==> src/rtl/occupancy_pkg.sv <==
`default_nettype none
// ============================================================================
// Module      : occupancy_pkg
// Description : Shared types and constants for the occupancy controller.
//               Defines the gate state encoding, the idle code of the
//               entry/exit FSM and the default parameter values.
// Ports       : none (package)
// Revision    : 1.0 - initial release
// ============================================================================
package occupancy_pkg;

    typedef enum logic [1:0] {
        G_CLOSED  = 2'd0,
        G_OPEN    = 2'd1,
        G_CLOSING = 2'd2
    } gate_state_t;

    localparam logic [2:0] FSM_IDLE = 3'b000;

    localparam int DEF_CAPACITY     = 8;
    localparam int DEF_GATE_CYCLES  = 16;
    localparam int DEF_CLOSE_CYCLES = 4;
    localparam int DEF_TIMEOUT      = 32;

endpackage : occupancy_pkg
`default_nettype wire

==> src/rtl/occupancy_controller_timer.sv <==
`default_nettype none
// ============================================================================
// Module      : oc_timer
// Description : Loadable down-counter. load has priority over en; the count
//               stops at zero. zero is decoded from the count register.
// Ports       : clk   - clock, rising edge
//               reset - asynchronous reset, active low
//               load  - load value into the counter
//               value - load value
//               en    - decrement by one (when not at zero)
//               zero  - counter is zero
// Revision    : 1.0 - initial release
// ============================================================================
module oc_timer #(
    parameter int           W       = 8,
    parameter logic [W-1:0] RST_VAL = '0
) (
    input  logic         clk,
    input  logic         reset,
    input  logic         load,
    input  logic [W-1:0] value,
    input  logic         en,
    output logic         zero
);

    logic [W-1:0] cnt;

    always_ff @(posedge clk or negedge reset) begin
        if (!reset) begin
            cnt <= RST_VAL;
        end else if (load) begin
            cnt <= value;
        end else if (en && (cnt != '0)) begin
            cnt <= cnt - W'(1);
        end
    end

    assign zero = (cnt == '0);

endmodule : oc_timer
`default_nettype wire

==> src/rtl/occupancy_controller.sv <==
`default_nettype none
// ============================================================================
// Module      : occupancy_controller
// Description : Supervisory controller for the two-sensor entry/exit FSM.
//               Tracks occupancy against CAPACITY with sticky overflow /
//               underflow flags, sequences the entry gate (open-hold then
//               closing phase) and runs a watchdog that pulses fsm_clear
//               when the FSM stays non-idle too long.
// Ports       : clk, reset (async, active low)
//               entered/exited  - one-cycle pulses from the FSM
//               fsm_state       - FSM current state, 3'b000 = idle
//               req_entry       - vehicle waiting at the entry sensor
//               clear_err       - synchronous clear of the error flags
//               fsm_clear       - one-cycle pulse forcing the FSM idle
//               count/full/empty- occupancy and its decodes
//               gate_open/gate_busy - gate drive / closing phase
//               overflow_err/underflow_err - sticky error flags
// Revision    : 1.0 - initial release
// ============================================================================
module occupancy_controller
    import occupancy_pkg::*;
#(
    parameter int CAPACITY     = DEF_CAPACITY,
    parameter int GATE_CYCLES  = DEF_GATE_CYCLES,
    parameter int CLOSE_CYCLES = DEF_CLOSE_CYCLES,
    parameter int TIMEOUT      = DEF_TIMEOUT,
    localparam int CW          = $clog2(CAPACITY + 1)
) (
    input  logic          clk,
    input  logic          reset,
    input  logic          entered,
    input  logic          exited,
    input  logic [2:0]    fsm_state,
    input  logic          req_entry,
    input  logic          clear_err,
    output logic          fsm_clear,
    output logic [CW-1:0] count,
    output logic          full,
    output logic          empty,
    output logic          gate_open,
    output logic          gate_busy,
    output logic          overflow_err,
    output logic          underflow_err
);

    localparam int GMAX = (GATE_CYCLES > CLOSE_CYCLES) ? GATE_CYCLES : CLOSE_CYCLES;
    localparam int GW   = $clog2(GMAX + 1);
    localparam int WW   = $clog2(TIMEOUT + 1);

    // ------------------------------------------------------------------
    // Occupancy counter and sticky errors
    // ------------------------------------------------------------------
    logic inc_req;
    logic dec_req;
    logic ovf_event;
    logic udf_event;

    assign inc_req   = entered && !exited;
    assign dec_req   = exited && !entered;
    assign full      = (count == CW'(CAPACITY));
    assign empty     = (count == '0);
    assign ovf_event = inc_req && full;
    assign udf_event = dec_req && empty;

    always_ff @(posedge clk or negedge reset) begin
        if (!reset) begin
            count         <= '0;
            overflow_err  <= 1'b0;
            underflow_err <= 1'b0;
        end else begin
            if (inc_req && !full) begin
                count <= count + CW'(1);
            end else if (dec_req && !empty) begin
                count <= count - CW'(1);
            end
            // A new error event outranks a simultaneous clear.
            if (ovf_event) begin
                overflow_err <= 1'b1;
            end else if (clear_err) begin
                overflow_err <= 1'b0;
            end
            if (udf_event) begin
                underflow_err <= 1'b1;
            end else if (clear_err) begin
                underflow_err <= 1'b0;
            end
        end
    end

    // ------------------------------------------------------------------
    // Gate FSM
    // ------------------------------------------------------------------
    gate_state_t   gate_state;
    gate_state_t   gate_next;
    logic          gt_load;
    logic [GW-1:0] gt_value;
    logic          gt_en;
    logic          gt_zero;

    always_ff @(posedge clk or negedge reset) begin
        if (!reset) begin
            gate_state <= G_CLOSED;
        end else begin
            gate_state <= gate_next;
        end
    end

    always_comb begin
        gate_next = gate_state;
        gt_load   = 1'b0;
        gt_value  = '0;
        gt_en     = 1'b0;
        case (gate_state)
            G_CLOSED: begin
                if (req_entry && !full) begin
                    gate_next = G_OPEN;
                    gt_load   = 1'b1;
                    gt_value  = GW'(GATE_CYCLES - 1);
                end
            end
            G_OPEN: begin
                // Entry and expiry together still make a single move to closing.
                if (entered || gt_zero) begin
                    gate_next = G_CLOSING;
                    gt_load   = 1'b1;
                    gt_value  = GW'(CLOSE_CYCLES - 1);
                end else begin
                    gt_en = 1'b1;
                end
            end
            G_CLOSING: begin
                if (gt_zero) begin
                    gate_next = G_CLOSED;
                end else begin
                    gt_en = 1'b1;
                end
            end
            default: begin
                gate_next = G_CLOSED;
            end
        endcase
    end

    always_comb begin
        gate_open = (gate_state == G_OPEN);
        gate_busy = (gate_state == G_CLOSING);
    end

    oc_timer #(
        .W       (GW),
        .RST_VAL ('0)
    ) u_gate_timer (
        .clk   (clk),
        .reset (reset),
        .load  (gt_load),
        .value (gt_value),
        .en    (gt_en),
        .zero  (gt_zero)
    );

    // ------------------------------------------------------------------
    // Watchdog
    // The timer holds the cycles remaining before a fire, so "elapsed = 0"
    // is represented by TIMEOUT-1; it reloads whenever the FSM is idle or
    // right after a fire, which re-arms it for a still-stuck FSM.
    // ------------------------------------------------------------------
    logic fsm_busy;
    logic wd_zero;
    logic wd_fire;

    assign fsm_busy = (fsm_state != FSM_IDLE);
    assign wd_fire  = fsm_busy && wd_zero;

    oc_timer #(
        .W       (WW),
        .RST_VAL (WW'(TIMEOUT - 1))
    ) u_wd_timer (
        .clk   (clk),
        .reset (reset),
        .load  (!fsm_busy || wd_fire),
        .value (WW'(TIMEOUT - 1)),
        .en    (fsm_busy),
        .zero  (wd_zero)
    );

    always_ff @(posedge clk or negedge reset) begin
        if (!reset) begin
            fsm_clear <= 1'b0;
        end else begin
            fsm_clear <= wd_fire;
        end
    end

endmodule : occupancy_controller
`default_nettype wire

==> config.mk <==
export PLATFORM = sky130hd
export DESIGN_NAME = occupancy_controller
export DESIGN_NICKNAME = d
export VERILOG_FILES = /design/src/rtl/occupancy_pkg.sv /design/src/rtl/occupancy_controller_timer.sv /design/src/rtl/occupancy_controller.sv
export SDC_FILE = /design/constraint.sdc
export NUM_CORES = 1
export LEC_CHECK = 0
export CAP_MARGIN = 0
export CORE_AREA = 2 2 54 56
export DETAILED_ROUTE_END_ITERATION = 10
export DIE_AREA = 0 0 56 58
export PLACE_DENSITY = 0.76
export SKIP_LAST_GASP = 1
export SYNTH_ARGS = -nofsm -noshare
export SYNTH_HDL_FRONTEND = slang
export SYNTH_SLANG_ARGS = --single-unit
==> constraint.sdc <==
create_clock -name clk -period 2.3 [get_ports clk]
set_clock_uncertainty 0.1 [all_clocks]
set_input_delay 0.575 -clock clk [delete_from_list [all_inputs] [get_ports clk]]
set_output_delay 0.575 -clock clk [all_outputs]
set_load 0.05 [all_outputs]
# Yosys cells after proc, flatten, opt, wreduce, memory -nomap -nowiden
# Index checks and enable logic that the tools add are counted.
op_classes:
  add_sub_neg: 4
  n_eq_ne: 6
  mux: 22
  reduce_logical: 30
op_table:
  columns: ["operator", "n"]
  rows:
  - ["$mux 4", 3]
  - ["$mux 6", 2]
  - ["$logic_and 1x1->1", 10]
  - ["$mux 5", 2]
  - ["$reduce_bool 2->1", 5]
  - ["$mux 2", 4]
  - ["$pmux 4 s2", 1]
  - ["$mux 1", 7]
  - ["$logic_not 6->1", 1]
  - ["$pmux 2 s3", 1]
  - ["$reduce_bool 6->1", 1]
  - ["$sub 6x1->6 const B", 1]
  - ["$logic_not 1->1", 5]
  - ["$logic_not 5->1", 1]
  - ["$reduce_bool 5->1", 1]
  - ["$sub 5x1->5 const B", 1]
  - ["$add 4x1->4 const B", 1]
  - ["$eq 4x4->1 const B", 1]
  - ["$logic_not 4->1", 1]
  - ["$ne 2x1->1 const B", 2]
  - ["$pmux 1 s2", 2]
  - ["$sub 4x1->4 const B", 1]
  - ["$reduce_and 3->1", 1]
  - ["$reduce_bool 3->1", 1]
  - ["other kinds (5)", 6]
word_totals:
  ff_bits: 20
  inputBits: 9
  out_inout_bits: 11
  elab_cells: 69

# Longest topological paths before layout
# Gate-level depths: netlist of run 1.
logic_depth:
  ltp_word: 7
  depth_mapped: 8
  depth_no_buf: 7

# Modules after synthesis
# A second synthesis of run 1 with hierarchy kept.
unflattened:
  cells_unflattened: 134
  area_unflattened_um2: 1307.5
by_module_without_submodules:
  columns: ["module", "instances", "cells_per_inst", "area_each_um2", "seq_area_each_um2"]
  rows:
  - ["occupancy_controller", 1, 58, 601.8, 225.2]
  - ["oc_timer (u_wd_timer)", 1, 44, 401.6, 156.4]
  - ["oc_timer (u_gate_timer)", 1, 32, 304.0, 125.1]

# Least setup slack after synthesis of run 1
# Ideal clock, no wire load.
synth_timing:
  path_type: "register -> register"
  start: "register count[0]"
  end: "register count[3]"
  setup_ns: 0.144
  t_arrival_ns: 2.866
  required_time_ns: 2.056
  slack_ns: -0.810
  path_stages_with_launch: 5
  n_path_buf: 0
  period_less_slack_ns: 3.110
  cell_sequence: "dfrtp_1 -> nor4_1 -> nor2_1 -> a31oi_2 -> xnor2_1"
synth_between:
  elab_chain_len: 4
  elab_cells_between_ends: 11
  cone_classes: "add/sub (2); eq/ne (1); mux (2); reduce/logical (6)"
synth_lines:
  columns: ["element", "line_no", "rtl"]
  rows:
  - ["start: declaration", "occupancy_controller.sv:37", "output logic [CW-1:0] count,"]
  - ["start signal: assignment", "occupancy_controller.sv:72", "count <= count + CW'(1);"]
  - ["start signal: assignment", "occupancy_controller.sv:74", "count <= count - CW'(1);"]
  - ["$logic_not 4->1", "occupancy_controller.sv:61", "assign empty = (count == '0);"]
  - ["via empty", "occupancy_controller.sv:39", "output logic empty,"]
  - ["$logic_not 1->1", "occupancy_controller.sv:73", "end else if (dec_req && !empty) begin"]
  - ["$logic_and 1x1->1", "occupancy_controller.sv:73", null]
  - ["$reduce_bool 2->1 (no line)", null, null]
# The timed path passes the listed nets, and every way through them passes these cells. The select of a mux whose other input is x is not followed.
# A chain may end at the register's enable or synchronous reset.

# Worst setup path after layout of run 1
layout_timing:
  start: "register count[2]"
  end: "output full"
layout_between:
  elab_chain_len: 1
layout_lines:
  columns: ["element", "line_no", "rtl"]
  rows:
  - ["$eq 4x4->1", "occupancy_controller.sv:60", "assign full = (count == CW'(CAPACITY));"]
  - ["end: declaration", "occupancy_controller.sv:38", "output logic full,"]
# Every way passes these cells.

==> results.sh, run 1 <==
export IMPL_status="completed"
export IMPL_vias=900
export IMPL_fillCellCount=228
export IMPL_grt_overflow_total=0
export IMPL_fmax_mhz=439
export IMPL_vias_per_cell=5.17
export IMPL_tritoncts="yes"
export IMPL_ff2ff_setup_slack_ns=0.13
export IMPL_first_pass_iters=4
export IMPL_hold_viol=0
export IMPL_syn_inst=108
export IMPL_grt_max_degree=21
export IMPL_syn_num_nets=127
export IMPL_yosys_area_top_type="dfrtp_1"
export IMPL_cts_made_buffers=3
export IMPL_ys_types=35
export IMPL_place_inst=169
export IMPL_synth_avg_cell_area_sq_um=10.6
export IMPL_max_slew_margin=0.607
export IMPL_synth_top_area_share=0.329
export IMPL_crit_required_ns=1.62
export IMPL_cp_start_kind="flop"
export IMPL_clk_pin_slew_ns=0.13
export IMPL_yosysWarnings=0
export IMPL_routed_wl_um=2440
export IMPL_grt_pass1_wl_um=4240
export IMPL_worstHoldPathType="flop to flop"
export IMPL_nNetsFinal=163
export IMPL_drtIter0Drc=12
export IMPL_cts_root_buf="clkbuf_4"
export IMPL_initial_core_util=0.428
export IMPL_rsz0062_at_grt="true"
export IMPL_port_buffers=19
export IMPL_clock_latency_ns=0.31
export IMPL_cp_startpoint="count[2]"
export IMPL_ys_ff_latch=20
export IMPL_layout_common_cells="buf_4 (16), clkdlybuf4s50_1 (12), dfrtp_1 (11)"
export IMPL_synth_area_sq_um=1140
export IMPL_gp_congestion=0.796
export IMPL_cp_end_kind="output pin"
export IMPL_hold_slack_ns=0.379
export IMPL_antenna_found_initial=0
export IMPL_drv_cap=0
export IMPL_place_hpwl_um=1860
export IMPL_n_antenna_cell=0
export IMPL_worstPathMaxFanout=2
export IMPL_route_detailed_drc=0
export IMPL_grt_pass1_vias=928
export IMPL_synth_yosys_seq_area_share=0.445
export IMPL_setup_viol=0
export IMPL_crit_type="flop to output pin"
export IMPL_fin_crit_ns=2.28
export IMPL_cts_sink_count=20
export IMPL_post_route_period_util=0.991
export IMPL_groute_usage_overall=0.167
export IMPL_leakagePower_nw=0.697
export IMPL_die_height_um=58
export IMPL_hp_start="u_wd_timer.cnt[0]"
export IMPL_drive_gt1_frac=0.315
export IMPL_power_density_nw_per_um2=1390
export IMPL_drtAntennaViolNets=0
export IMPL_synthTopCellsByArea="dfrtp_1 (33%), dfstp_2 (12%), ha_1 (9.9%), xnor2_1 (3.8%), xor2_1 (3.1%)"
export IMPL_wire_per_inst_um=14.0
export IMPL_io_pins=20
export IMPL_areaGrowthSynthToFinish_pct=39.8
export IMPL_cts_hold_buf=0
export IMPL_htreeDepth=1
export IMPL_slew_viol_final=0
export IMPL_arrival_ns=1.60
export IMPL_worst_pin_slew_ns=0.581
export IMPL_final_common_cell="buf_4"
export IMPL_stdcell_count=174
export IMPL_rows=19
export IMPL_peakVddDrop_uv=1030
export IMPL_core_sq_um=2660
export IMPL_clock_path_buffers=2
export IMPL_rr_startpoint="count[2]"
export IMPL_dieWidth_um=56
export IMPL_die_area_sq_um=3250
[area by class of cell]
class | count | area (sq um) | share of cell area
clock inverter | 1 | 30.0 | 0.0188
tap | 31 | 38.8 | 0.0243
inverter | 10 | 42.5 | 0.0267
timing repair buffer | 32 | 312 | 0.195
clock buffer | 3 | 22.5 | 0.0141
sequential | 20 | 512 | 0.321
multi-input combinational | 77 | 637 | 0.400
[flip-flops by register name (all words and copies together), names as in the netlist]
name / flops
u_wd_timer.cnt: 6
u_gate_timer.cnt: 5
count: 4
gate_state: 2
fsm_clear: 1
overflow_err: 1
underflow_err: 1
[cells by family (layout without fill, tap and decap cells)]
logic type               Yosys count  count (layout)  synth area share
XOR/XNOR                           9               9            0.0691
flip-flops                        20              20             0.445
adder cells (fa/ha/maj)           10              10             0.116
AND/OR/NAND/NOR                   34              34             0.160
buffers and inverters             11              46            0.0373
multiplexers                       5               5            0.0483
AO/OA/AOI/OAI                     19              19             0.124
[critical path, stage by stage, from the launching register on]
cell and delay [ns]:
dfrtp_2 0.43, or4b_4 0.54, buf_6 0.14, inv_6 0.05, buf_12 0.12
[synthesized netlist by cell type]
| library cell | number |
|---|---|
| inv_1 | 9 |
| or4b_1 | 2 |
| inv_2 | 1 |
| dfstp_2 | 5 |
| nand2_1 | 7 |
| nor3_1 | 2 |
| o22ai_1 | 2 |
| mux2i_1 | 1 |
| nor4_1 | 2 |
| xor2_1 | 4 |
| dfrtp_1 | 15 |
| o21a_1 | 1 |
| and2_1 | 1 |
| o2bb2ai_2 | 1 |
| mux2_1 | 2 |
| buf_2 | 1 |
| xnor2_1 | 5 |
| nor2b_1 | 1 |
| a211oi_2 | 1 |
| nand2b_1 | 2 |
| and3_1 | 2 |
| a31oi_2 | 1 |
| nor2_1 | 8 |
| o211ai_1 | 4 |
| a31oi_1 | 2 |
| nand2_2 | 1 |
| or2b_1 | 1 |
| o21ai_0 | 3 |
| o2111ai_1 | 1 |
| nand3_1 | 3 |
| mux2_2 | 2 |
| a21oi_1 | 3 |
| nor4b_1 | 2 |
| fa_1 | 1 |
| ha_1 | 9 |
[through the flow]
stage	power [mW]	TNS, ns	utilization	setup WS (ns)	instance area (sq um)
final	2.21	0	0.599	0.0210	1590
after CTS	2.19	0	0.594	0.00335	1580
after floorplan	1.45	-0.0793	-	-0.0655	1180
after global placement	1.82	-0.404	0.568	-0.174	1510
after global routing	2.35	-0.0746	0.599	-0.0558	1590
after detailed placement	1.87	-0.533	0.568	-0.213	1510
[where the power goes]
part	switching (mW)	internal (mW)	leakage, nW
combinational	0.715	0.567	0.438
sequential	0.116	0.515	0.232
clock	0.119	0.176	0.0279
total	0.950	1.26	0.697
[final timing paths]
path                                        to  cells after the start
hold / removal               u_wd_timer.cnt[0]                      1
setup / recovery                          full                      4
hold reg to reg              u_wd_timer.cnt[0]                      1
setup reg to reg                      count[2]                      6
max in group asynchronous    u_wd_timer.cnt[3]                      2
min in group asynchronous  u_gate_timer.cnt[1]                      2
[repair_timing]
action	4_1_cts	5_1_grt
pin swaps	0	1
hold endpoints to repair	0	0
setup endpoints to repair	1	2
setup buffers	1	0
resized for setup	3	2
[layer usage]
layer	share of wire	global-route usage
met3	0.023	0.0179
met1	0.41	0.198
met2	0.55	0.309
met4	0.019	0.0714
met5	0	0
(Power assumes the default switching activity.)
==> run 2: changes to the inputs <==
SLEW_MARGIN = 20   (was default)
TNS_END_PERCENT = 1   (was default)
==> run 2 against run 1 <==
Against the previous run: sequential share of layout area up 0.10 points; critical endpoint is now count[3]; global-route usage down 0.44 points; cell count down 0.57%; design area down 0.31%; largest cell class unchanged; critical path type unchanged; via count down 0.67%; first-iteration DRC count up 130%; wire length down 7.2%; combinational power about the same.
==> results.sh, run 2 (synthesis results as in run 1) <==
export IMPL_status="completed"
export IMPL_crit_family="buffers and inverters"
export IMPL_fin_crit_ns=2.30
export IMPL_p_total_mw=2.16
export IMPL_worst_pin_slew_ns=0.630
export IMPL_grt_overflow_total=0
export IMPL_largest_reg_flops=6
export IMPL_groute_usage_overall=0.163
export IMPL_clock_latency_ns=0.29
export IMPL_setup_tns_ns=0
export IMPL_clk_pin_slew_ns=0.11
export IMPL_path_depth=2
export IMPL_wire_per_inst_um=13.1
export IMPL_rsz0062_at_grt="true"
export IMPL_layout_common_cells="buf_4 (15), clkdlybuf4s50_1 (12), dfrtp_1 (11)"
export IMPL_drtAntennaViolNets=0
export IMPL_cts_made_buffers=3
export IMPL_fillCellCount=217
export IMPL_crit_path_cell_trace="buf_4, clkdlybuf4s50_1"
export IMPL_highest_layer="met4"
export IMPL_cp_end_kind="output pin"
export IMPL_peakVddDrop_uv=1100
export IMPL_vias=894
export IMPL_initial_core_util=0.428
export IMPL_areaGrowthSynthToFinish_pct=39.4
export IMPL_nNetsFinal=162
export IMPL_drv_cap=0
export IMPL_cp_startpoint="count[3]"
export IMPL_cts_root_buf="clkbuf_4"
export IMPL_drive_gt1_frac=0.303
export IMPL_final_common_cell="buf_4"
export IMPL_cts_hold_buf=0
export IMPL_rows=19
export IMPL_grt_pass1_wl_um=4180
export IMPL_core_sq_um=2660
export IMPL_power_density_nw_per_um2=1360
export IMPL_post_route_period_util=0.998
export IMPL_die_area_sq_um=3250
export IMPL_routed_wl_um=2260
export IMPL_final_util=0.597
export IMPL_max_slew_margin=0.574
export IMPL_wl_met1_um=1010
export IMPL_min_path_cells=1
export IMPL_setup_viol=0
export IMPL_largestRegisters="u_wd_timer.cnt: 6 flops, u_gate_timer.cnt: 5 flops, count: 4 flops"
export IMPL_die_height_um=58
export IMPL_arrival_ns=1.62
export IMPL_slowest_delay_ns=0.80
export IMPL_cp_start_kind="flop"
export IMPL_slowest_stage="clkdlybuf4s50_1"
export IMPL_io_pins=20
export IMPL_route_detailed_drc=0
export IMPL_n_antenna_cell=0
export IMPL_clock_path_buffers=2
export IMPL_antenna_found_initial=0
export IMPL_met3_length_um=46
export IMPL_fin_ws_ns=0.00368
export IMPL_first_pass_iters=4
export IMPL_grt_max_degree=14
export IMPL_vias_per_cell=5.17
export IMPL_hold_viol=0
export IMPL_place_ws_ns=-0.233
export IMPL_dieWidth_um=56
export IMPL_place_inst=170
export IMPL_worstPathMaxFanout=4
export IMPL_crit_type="flop to output pin"
export IMPL_hp_start="u_wd_timer.cnt[0]"
export IMPL_worstHoldPathType="flop to flop"
export IMPL_place_hpwl_um=1880
export IMPL_gp_congestion=0.841
export IMPL_top_register="u_wd_timer.cnt"
export IMPL_htreeDepth=1
export IMPL_routed_wl_met2_um=1160
export IMPL_grt_pass1_vias=959
export IMPL_rr_startpoint="count[0]"
export IMPL_crit_required_ns=1.62
export IMPL_stdcell_count=173
export IMPL_drtIter0Drc=27
export IMPL_leakagePower_nw=0.696
export IMPL_reg2regPathDepth=7
export IMPL_slew_viol_final=0
export IMPL_fmax_mhz=435
export IMPL_tritoncts="yes"
export IMPL_port_buffers=19
export IMPL_cts_sink_count=20
export IMPL_timing_critical_path_buf_inv=2
-- run 2: changes by cell type in the layout (fill, tap and decap cells not counted) --
cell,change
or2b_1,+1
inv_4,+1
buf_12,+1
or2b_4,-1
inv_6,-1
buf_4,-1
buf_6,-1
-- run 2: area by class of cell --
type,instances,area [sq um],share of cell area
Multi-Input combinational cell,77,633,0.398
Sequential cell,20,512,0.322
Timing Repair Buffer,31,313,0.197
Inverter,10,40.0,0.0252
Tap cell,31,38.8,0.0244
Clock inverter,1,30.0,0.0189
Clock buffer,3,22.5,0.0142
-- run 2: per-layer routing --
metal,vias up,GRT usage
met3,4,0.0223
li1,447,-
met5,-,0
met4,0,0.0782
met2,13,0.274
met1,430,0.209
-- run 2: through the flow --
step,hold slack (ns),instance area (sq um)
2_1_floorplan,0.179,1170
3_3_place_gp,0.340,1530
3_5_place_dp,0.364,1530
4_1_cts,0.392,1580
5_1_grt,0.417,1590
6_report,0.385,1590
-- run 2: repair_timing --
| item | CTS | global route |
|---|---|---|
| endpoints found under the setup margin | 1 | 3 |
| buffers inserted | 0 | 0 |
| endpoints found under the hold margin | 0 | 0 |
| gates resized for setup | 2 | 1 |
-- run 2: worst reg2reg max path, delay by kind of cell, from the launching register on --
| family | cells | cell delay, ns |
|---|---|---|
| XOR/XNOR | 1 | 0.14 |
| AO/OA/AOI/OAI | 3 | 0.42 |
| adder cells (fa/ha/maj) | 1 | 0.25 |
| flip-flops | 1 | 0.42 |
| AND/OR/NAND/NOR | 2 | 0.89 |
-- run 2: worst paths after layout --
check	end	slack [ns]
max reg2reg	count[3]	0.02
min	u_wd_timer.cnt[0]	0.39
max in group asynchronous	u_wd_timer.cnt[0]	1.14
min in group asynchronous	u_gate_timer.cnt[0]	0.47
max	count[3]	0.004
min reg2reg	u_wd_timer.cnt[0]	0.39
-- run 2: where the power goes --
group          internal, mW  total, mW  switching (mW)  leakage (nW)
logic                 0.551       1.26           0.714         0.437
clock network         0.176      0.281           0.105        0.0279
registers             0.515      0.612          0.0967         0.232
